### src/rtl/mdu_div_ctrl_if.sv
// ----------------------------------------------------------------------------
// mdu_div_ctrl_if
// Request/response bundle between the execute stage and mdu_div_ctrl.
//   req_valid/req_ready   request handshake (execute -> controller)
//   req_funct3            100 DIV, 101 DIVU, 110 REM, 111 REMU
//   req_a/req_b/req_rd    dividend, divisor, destination tag
//   rsp_valid/rsp_ready   response handshake (controller -> execute)
//   rsp_data/rsp_rd       final result and echoed tag
//   busy                  stall indication, high whenever not idle
// master = execute stage, slave = mdu_div_ctrl.
// ----------------------------------------------------------------------------
interface mdu_div_ctrl_if #(
   parameter int XLEN = 32
);
   logic            req_valid;
   logic            req_ready;
   logic [2:0]      req_funct3;
   logic [XLEN-1:0] req_a;
   logic [XLEN-1:0] req_b;
   logic [4:0]      req_rd;
   logic            rsp_valid;
   logic            rsp_ready;
   logic [XLEN-1:0] rsp_data;
   logic [4:0]      rsp_rd;
   logic            busy;

   modport master (
      output req_valid, req_funct3, req_a, req_b, req_rd, rsp_ready,
      input  req_ready, rsp_valid, rsp_data, rsp_rd, busy
   );

   modport slave (
      input  req_valid, req_funct3, req_a, req_b, req_rd, rsp_ready,
      output req_ready, rsp_valid, rsp_data, rsp_rd, busy
   );
endinterface

### src/rtl/mdu_div_ctrl.sv
// ----------------------------------------------------------------------------
// mdu_div_ctrl
// Sequencer and sign-correction stage in front of an iterative unsigned
// divider. Converts signed operands to magnitudes, resolves divide-by-zero
// and signed overflow without using the divider, otherwise launches the
// divider, waits for completion, sign-corrects and returns the result.
// Ports:
//   clk, rst      rising-edge clock, asynchronous active-low reset
//   bus           request/response bundle (slave side)
//   div_start     one-cycle launch pulse to the divider
//   div_a/div_b   unsigned operand magnitudes, held through FIX
//   div_q/div_r   divider quotient / remainder
//   div_ok        divider idle / result ready (low while iterating)
// ----------------------------------------------------------------------------
module mdu_div_ctrl #(
   parameter int XLEN = 32
) (
   input  logic            clk,
   input  logic            rst,
   mdu_div_ctrl_if.slave   bus,
   output logic            div_start,
   output logic [XLEN-1:0] div_a,
   output logic [XLEN-1:0] div_b,
   input  logic [XLEN-1:0] div_q,
   input  logic [XLEN-1:0] div_r,
   input  logic            div_ok
);

   localparam logic [XLEN-1:0] ONE     = XLEN'(1);
   localparam logic [XLEN-1:0] MIN_INT = {1'b1, {(XLEN-1){1'b0}}};
   localparam logic [XLEN-1:0] ALL_ONE = '1;

   typedef enum logic [2:0] {
      IDLE,
      LAUNCH,
      WAIT,
      FIX,
      RESP
   } state_t;

   state_t state, state_nxt;

   logic            is_rem, neg_a, neg_b, seen_busy;
   logic [4:0]      rd_q;
   logic [XLEN-1:0] rsp_data_q;

   // Accept-cycle decode, all taken straight from the request bus.
   logic            accept, in_signed, in_rem, in_neg_a, in_neg_b;
   logic            b_zero, ovf, special;
   logic [XLEN-1:0] mag_a, mag_b, special_val, fix_val;

   assign accept    = (state == IDLE) && bus.req_valid && bus.req_funct3[2];
   assign in_signed = ~bus.req_funct3[0];
   assign in_rem    = bus.req_funct3[1];
   assign in_neg_a  = in_signed & bus.req_a[XLEN-1];
   assign in_neg_b  = in_signed & bus.req_b[XLEN-1];
   assign mag_a     = in_neg_a ? (~bus.req_a + ONE) : bus.req_a;
   assign mag_b     = in_neg_b ? (~bus.req_b + ONE) : bus.req_b;
   assign b_zero    = (bus.req_b == '0);
   assign ovf       = in_signed && (bus.req_a == MIN_INT) && (bus.req_b == ALL_ONE);
   assign special   = b_zero | ovf;

   // Divide by zero: q = all ones, r = a. Overflow: q = MIN_INT, r = 0.
   always_comb begin
      if (b_zero) special_val = in_rem ? bus.req_a : ALL_ONE;
      else        special_val = in_rem ? '0 : MIN_INT;
   end

   // Quotient sign follows neg_a ^ neg_b, remainder sign follows the dividend.
   always_comb begin
      if (is_rem) fix_val = neg_a ? (~div_r + ONE) : div_r;
      else        fix_val = (neg_a ^ neg_b) ? (~div_q + ONE) : div_q;
   end

   // NOTE: sequential state uses non-blocking assignments so every register
   // samples pre-edge values regardless of process evaluation order.
   always_ff @(posedge clk or negedge rst) begin
      if (!rst) state <= IDLE;
      else      state <= state_nxt;
   end

   // NOTE: every output of this block gets a default first so no path
   // through the case leaves a signal unassigned and infers a latch.
   always_comb begin
      state_nxt     = state;
      bus.req_ready = 1'b0;
      bus.rsp_valid = 1'b0;
      bus.busy      = 1'b1;
      div_start     = 1'b0;
      unique case (state)
         IDLE: begin
            bus.req_ready = 1'b1;
            bus.busy      = 1'b0;
            if (accept) state_nxt = special ? RESP : LAUNCH;
         end
         LAUNCH: begin
            div_start = 1'b1;
            state_nxt = WAIT;
         end
         WAIT: begin
            // Only a div_ok that follows an observed busy phase ends the wait.
            if (seen_busy && div_ok) state_nxt = FIX;
         end
         FIX: state_nxt = RESP;
         RESP: begin
            bus.rsp_valid = 1'b1;
            if (bus.rsp_ready) state_nxt = IDLE;
         end
         default: state_nxt = IDLE;
      endcase
   end

   // NOTE: datapath registers are reset too, because rsp_data, rsp_rd and the
   // divider operands must read zero immediately after reset.
   always_ff @(posedge clk or negedge rst) begin
      if (!rst) begin
         is_rem     <= 1'b0;
         neg_a      <= 1'b0;
         neg_b      <= 1'b0;
         seen_busy  <= 1'b0;
         rd_q       <= '0;
         div_a      <= '0;
         div_b      <= '0;
         rsp_data_q <= '0;
      end else begin
         unique case (state)
            IDLE: begin
               if (accept) begin
                  is_rem <= in_rem;
                  neg_a  <= in_neg_a;
                  neg_b  <= in_neg_b;
                  rd_q   <= bus.req_rd;
                  div_a  <= mag_a;
                  div_b  <= mag_b;
                  if (special) rsp_data_q <= special_val;
               end
            end
            LAUNCH: seen_busy <= 1'b0;
            WAIT:   if (!div_ok) seen_busy <= 1'b1;
            FIX:    rsp_data_q <= fix_val;
            default: ;
         endcase
      end
   end

   assign bus.rsp_data = rsp_data_q;
   assign bus.rsp_rd   = rd_q;

endmodule

### src/flat_wrapper.sv
// flat-port wrapper written by rule: the top's interface ports become plain ports
module mdu_div_ctrl_flat 
#(
   parameter int XLEN = 32
)
  (clk, rst, div_start, div_a, div_b, div_q, div_r, div_ok, bus_req_valid, bus_req_funct3, bus_req_a, bus_req_b, bus_req_rd, bus_rsp_ready, bus_req_ready, bus_rsp_valid, bus_rsp_data, bus_rsp_rd, bus_busy);
  mdu_div_ctrl_if #(.XLEN(XLEN)) bus_i ();
  input  logic clk;
  input  logic rst;
  output logic div_start;
  output logic [XLEN-1:0] div_a;
  output logic [XLEN-1:0] div_b;
  input  logic [XLEN-1:0] div_q;
  input  logic [XLEN-1:0] div_r;
  input  logic div_ok;
  input wire logic [$bits(bus_i.req_valid)-1:0] bus_req_valid;
  input wire logic [$bits(bus_i.req_funct3)-1:0] bus_req_funct3;
  input wire logic [$bits(bus_i.req_a)-1:0] bus_req_a;
  input wire logic [$bits(bus_i.req_b)-1:0] bus_req_b;
  input wire logic [$bits(bus_i.req_rd)-1:0] bus_req_rd;
  input wire logic [$bits(bus_i.rsp_ready)-1:0] bus_rsp_ready;
  output wire logic [$bits(bus_i.req_ready)-1:0] bus_req_ready;
  output wire logic [$bits(bus_i.rsp_valid)-1:0] bus_rsp_valid;
  output wire logic [$bits(bus_i.rsp_data)-1:0] bus_rsp_data;
  output wire logic [$bits(bus_i.rsp_rd)-1:0] bus_rsp_rd;
  output wire logic [$bits(bus_i.busy)-1:0] bus_busy;
  assign bus_i.req_valid = bus_req_valid;
  assign bus_i.req_funct3 = bus_req_funct3;
  assign bus_i.req_a = bus_req_a;
  assign bus_i.req_b = bus_req_b;
  assign bus_i.req_rd = bus_req_rd;
  assign bus_i.rsp_ready = bus_rsp_ready;
  assign bus_req_ready = bus_i.req_ready;
  assign bus_rsp_valid = bus_i.rsp_valid;
  assign bus_rsp_data = bus_i.rsp_data;
  assign bus_rsp_rd = bus_i.rsp_rd;
  assign bus_busy = bus_i.busy;
  mdu_div_ctrl #(.XLEN(XLEN)) u_core (.clk(clk), .rst(rst), .bus(bus_i), .div_start(div_start), .div_a(div_a), .div_b(div_b), .div_q(div_q), .div_r(div_r), .div_ok(div_ok));
endmodule
### config.mk
export PLATFORM = sky130hd
export DESIGN_NAME = mdu_div_ctrl_flat
export DESIGN_NICKNAME = d
export VERILOG_FILES = /design/src/rtl/mdu_div_ctrl_if.sv /design/src/rtl/mdu_div_ctrl.sv /design/src/flat_wrapper.sv
export SDC_FILE = /design/constraint.sdc
export NUM_CORES = 1
export LEC_CHECK = 0
export CORE_UTILIZATION = 43
export CTS_CLUSTER_DIAMETER = 60
export CTS_CLUSTER_SIZE = 16
export DETAILED_ROUTE_END_ITERATION = 10
export PLACE_DENSITY = 0.75
export SLEW_MARGIN = 20
export SYNTH_ARGS = -nofsm -noshare
export SYNTH_HDL_FRONTEND = slang
export SYNTH_SLANG_ARGS = --single-unit
### constraint.sdc
create_clock -name clk -period 6.1 [get_ports clk]
set_clock_uncertainty 0.15 [all_clocks]
set_input_delay 1.525 -clock clk [delete_from_list [all_inputs] [get_ports clk]]
set_output_delay 1.525 -clock clk [all_outputs]
set_load 0.1 [all_outputs]
==> Word level (Yosys, flattened, before mapping) <==
Index checks and enable logic that the tools add are counted.
{ "totals": {"register_bits": 108, "in_bits": 141, "output_inout_bits": 105} }
{ "classes": {"n_addsub": 4, "n_reduce_logical": 13, "n_mux": 22, "eq_ne": 11, "bitwise": 9} }
{ "ops": {"columns": ["cell", "n"], "rows": [
  ["$mux W32", 10],
  ["$add A32 B1 Y32 const B", 4],
  ["$not A32 Y32", 4],
  ["$eq A32 B32 Y1 const B", 2],
  ["$pmux W32 S2", 1],
  ["$logic_not A32 Y1", 1],
  ["$pmux W3 S5", 1],
  ["$mux W3", 4],
  ["$eq A3 B2 Y1 const B", 2],
  ["$ne A2 B1 Y1 const B", 3],
  ["$reduce_and A3 Y1", 2],
  ["$logic_and A1 B1 Y1", 5],
  ["$mux W1", 5],
  ["$ne A2 B2 Y1 const B", 2],
  ["$reduce_and A2 Y1", 2],
  ["$reduce_bool A2 Y1", 2],
  ["$eq A3 B1 Y1 const B", 1],
  ["$eq A3 B3 Y1 const B", 1],
  ["$logic_not A3 Y1", 1],
  ["$and A1 B1 Y1", 2],
  ["$pmux W1 S2", 1],
  ["$not A1 Y1", 1],
  ["$or A1 B1 Y1", 1],
  ["$xor A1 B1 Y1", 1]
]} }

==> Longest topological paths before layout <==
{ "logic_depth": {"ltp_word": 7, "depth_mapped": 10, "ltp_nobuf": 8} }

==> Worst setup path after synthesis <==
Ideal clock, no wire load.
{ "synth_timing": {"kind": "register -> output", "startpoint": "register u_core.state[0]", "endpoint": "output bus_busy", "setup_slack_ns": 0.399, "path_buffers": 1, "arrival_ns": 4.026, "stages_incl_launch_ff": 4, "cell_sequence": "dfrtp_1 -> clkbuf_1 -> nor3_1 -> inv_1"} }
{ "synth_between": {"elab_chain_len": 2} }
{ "synth_rtl": {"columns": ["item", "line", "text"], "rows": [
  ["start, declared", "mdu_div_ctrl.sv:41", "state_t state, state_nxt;"],
  ["start signal, assigned", "mdu_div_ctrl.sv:79", "else state <= state_nxt;"],
  ["$logic_not A3 Y1", "mdu_div_ctrl.sv:90", "unique case (state)"],
  ["$mux W1", "mdu_div_ctrl.sv:90", null],
  ["end, declared", "flat_wrapper.sv:26", "output wire logic [$bits(bus_i.busy)-1:0] bus_busy;"]
]} }
No other way between the ends.

==> Worst setup path in the final report <==
{ "layout_timing": {"startpoint": "input bus_req_b[1]", "endpoint": "register u_core.rsp_data_q[23] (netlist: u_core.bus.rsp_data[23])"} }
{ "layout_between": {"elab_chain_len": 5, "word_cells_on_any_way": 10} }
{ "layout_rtl": {"columns": ["item", "line", "text"], "rows": [
  ["start, declared", "flat_wrapper.sv:19", "input wire logic [$bits(bus_i.req_b)-1:0] bus_req_b;"],
  ["$logic_not A32 Y1 or $eq A32 B32 Y1 (tied branches)", "mdu_div_ctrl.sv:59, mdu_div_ctrl.sv:60", null],
  ["$mux W32 or $logic_and A1 B1 Y1 (tied branches)", "mdu_div_ctrl.sv:65, mdu_div_ctrl.sv:60", null],
  ["$mux W32 or $or A1 B1 Y1 (tied branches)", "mdu_div_ctrl.sv:135, mdu_div_ctrl.sv:61", null],
  ["$mux W32 or $ne A2 B1 Y1 (tied branches)", null, null],
  ["$pmux W32 S2 or $reduce_and A3 Y1 (tied branches)", null, null],
  ["end signal, assigned", "mdu_div_ctrl.sv:135", "if (special) rsp_data_q <= special_val;"],
  ["end signal, assigned", "mdu_div_ctrl.sv:140", "FIX: rsp_data_q <= fix_val;"],
  ["end, declared", "mdu_div_ctrl.sv:45", "logic [XLEN-1:0] rsp_data_q;"]
]} }
Several ways; a longest one is shown, not always the timed one. The select of a mux whose other input is x is not followed.
A chain may end at the register's enable or synchronous reset.

==> flow_metrics.py <==
metrics = {
    "critical_path": {
        "worstSetupStartpoint": "bus_req_b[1]",
        "worstSetupStartpointType": "primary input",
        "timing.rr.start": "u_core.state[1]",
        "reg2reg_slack_ns": 3.01,
        "worst_r2r_endpoint": "u_core.bus.rsp_data[23]",
        "endpoint": "u_core.bus.rsp_data[23]",
        "r2r_cells": 5,
        "cp-end-kind": "flip-flop",
        "worst_ep_arrival_time_ns": 4.75,
        "setup.worst_path.class": "primary input to flip-flop",
        "worstPathRequired_ns": 6.21,
        "cp_max_fo": 25,
    },
    "detailed_routing": {
        "wl_mm": 26.0,
        "firstDrtPassIters": 5,
        "drcViolationCount": 0,
        "drt-wirelength-per-cell_microns": 19.5,
        "vias": 7725,
        "antenna_left": 0,
        "drt-initial-drc-count": 629,
        "vias_per_cell": 5.79,
    },
    "floorplanning": {
        "die_area_sq_um": 18300,
        "core_sq_um": 17300,
        "fp-row-count": 48,
        "io_pins": 246,
        "die_height_microns": 135,
        "die_w_microns": 135,
        "initial_core_util_pct": 44.1,
    },
    "clock_network": {
        "htree_levels": 3,
        "holdBufCountCts": 0,
        "cts.sinks": 108,
        "clk_latency_ns": 0.36,
        "cts_tree": "done",
        "clock_path_buffers": 2,
        "root_buffer": "clkbuf_16",
        "cts_setup_buffers": 0,
        "clk_pin_slew_worst_paths_ns": 0.08,
        "cts_buffers": 9,
        "post_cts_resized": 0,
    },
    "sta": {
        "fin_tns_setup_ns": 0,
        "hold_viol_final": 0,
        "worstMarginPinSlew_ns": 1.08,
        "holdWs_ns": 0.331,
        "rsz0062_at_grt": "no",
        "fin_crit_sh_pct": 76.1,
        "setup_viol": 0,
        "slew_headroom_pct": 28.1,
        "maxSlewViolCount": 0,
        "fmax_mhz": 215,
        "fin_crit_ns": 4.64,
    },
    "global_routing": {
        "grt.total_usage_pct": 28.6,
        "overflow": 0,
        "grt_start_max_net_pins": 118,
        "grt_pass1_vias": 7403,
        "grt_pass1_wl_mm": 40.1,
        "antenna_found_initial": 0,
    },
    "layout": {
        "syn2layout_area_growth_pct": 37.5,
        "layout_commonest_cell": "clkdlybuf4s50_1",
        "ff_latch_area_sq_um": 2700,
        "multi_input_area_sq_um": 4620,
        "antenna_cells": 0,
        "nets": 1251,
        "n_fill_cell": 1541,
        "drive_gt1_share_pct": 5.05,
        "final_cell_mix": "244 x clkdlybuf4s50_1, 110 x nand2_1, 107 x dfrtp_1",
    },
    "logic_synthesis": {
        "yosys_warnings": 0,
        "netlist_area_sq_um": 7630,
        "postSynth.asyncResetShare_pct": 100,
        "ys_ff_latch": 108,
        "ys_seq_area_share_pct": 35.4,
        "syn_nets": 1042,
        "synth_edf_count": 0,
        "ys_types": 62,
        "syn_avg_cell_area_sq_um": 8.51,
        "synthFlopType": "dfrtp_1",
        "synthCells": 896,
    },
    "placed_design": {
        "gp_routability_congestion": 0.993,
        "port-buffer-count": 245,
        "hpwl_mm": 20.5,
    },
    "pwr": {
        "max-vdd-ir-drop_v": 0.000479,
        "total_power_mw": 6.26,
        "leakagePower_nw": 4.03,
        "p_per_area_nw_per_um2": 597,
    },
    "worst_hold_path": {
        "min_path_type": "flip-flop to flip-flop",
    },
    "outcome": {
        "status": "finished clean",
    },
    "job": {
        "drv_cap": 0,
    },
}
cell type report:
type	instances	share of cell area [%]
Clock buffer	9	2.15
Clock inverter	7	0.620
Inverter	25	0.895
Multi-Input combinational cell	709	44.0
Sequential cell	108	25.8
Tap cell	225	2.68
Timing Repair Buffer	252	23.9
power breakdown:
group	leakage, nW	internal, mW	total, mW	switching (mW)
Combinational	2.56	1.13	4.38	3.25
Clock	0.141	0.289	0.587	0.299
Sequential	1.33	1.04	1.29	0.252
Total	4.03	2.46	6.26	3.80
kinds of logic after synthesis:
group           synth area share (%)
compound gates                  20.6
xor+xnor                        13.2
fa+ha+maj                      0.820
buf+inv                         4.41
flops                           35.4
mux                             4.48
simple gates                    21.1
per-stage QoR:
step	util, %	instance area (sq um)	worst slack, ns	instances
after floorplan	-	7630	0.399	896
after detailed placement	58.9	10200	1.11	1319
final	60.6	10500	1.46	1335
after CTS	60.6	10500	1.50	1335
after global placement	58.9	10200	1.21	1319
after global routing	60.6	10500	1.19	1335
synthesized netlist by cell type, types with 18 or more instances:
cell | n | area, sq um
a21oi_1 | 28 | 140
a31oi_1 | 19 | 119
clkbuf_1 | 48 | 180
dfrtp_1 | 108 | 2700
inv_1 | 25 | 93.8
nand2_1 | 110 | 413
nand4_1 | 18 | 113
nor2_1 | 59 | 221
nor3_1 | 27 | 135
o21ai_0 | 104 | 521
o31ai_1 | 23 | 173
xnor2_1 | 61 | 534
xor2_1 | 54 | 473
critical path, cell delays in order:
cell and delay, ns:
clkdlybuf4s50_1 0.48, inv_1 0.09, ha_1 0.16, nor3b_1 0.45
nand4_1 0.34, o41ai_1 0.60, o21bai_4 0.27, and2_4 0.45
mux2_2 0.38
state kept, by name (all words and copies together) (netlist names), 3 cells and up:
name	cells
u_core.bus.rsp_data	32
u_core.bus.rsp_rd	5
u_core.state	3
u_core.div_a	32
u_core.div_b	32
layer usage:
metal	part of all wire, %	up-vias	global-route usage, %
met4	3.8	0	12.9
met2	46	350	45.0
met1	43	3624	38.4
met5	0	-	0
li1	-	3694	-
met3	7.2	57	5.09
how the worst min path moves through the flow:
stage / from / to / cells past startpoint
after floorplan: u_core.seen_busy / u_core.seen_busy / 2
after global placement: u_core.bus.rsp_rd[0] / u_core.bus.rsp_rd[0] / 2
after detailed placement: u_core.bus.rsp_rd[1] / u_core.bus.rsp_rd[1] / 2
after CTS: u_core.bus.rsp_rd[1] / u_core.bus.rsp_rd[1] / 2
after global routing: u_core.bus.rsp_rd[1] / u_core.bus.rsp_rd[1] / 2
final: u_core.bus.rsp_rd[1] / u_core.bus.rsp_rd[1] / 2
Note: power is estimated with default switching activity, not from simulation.
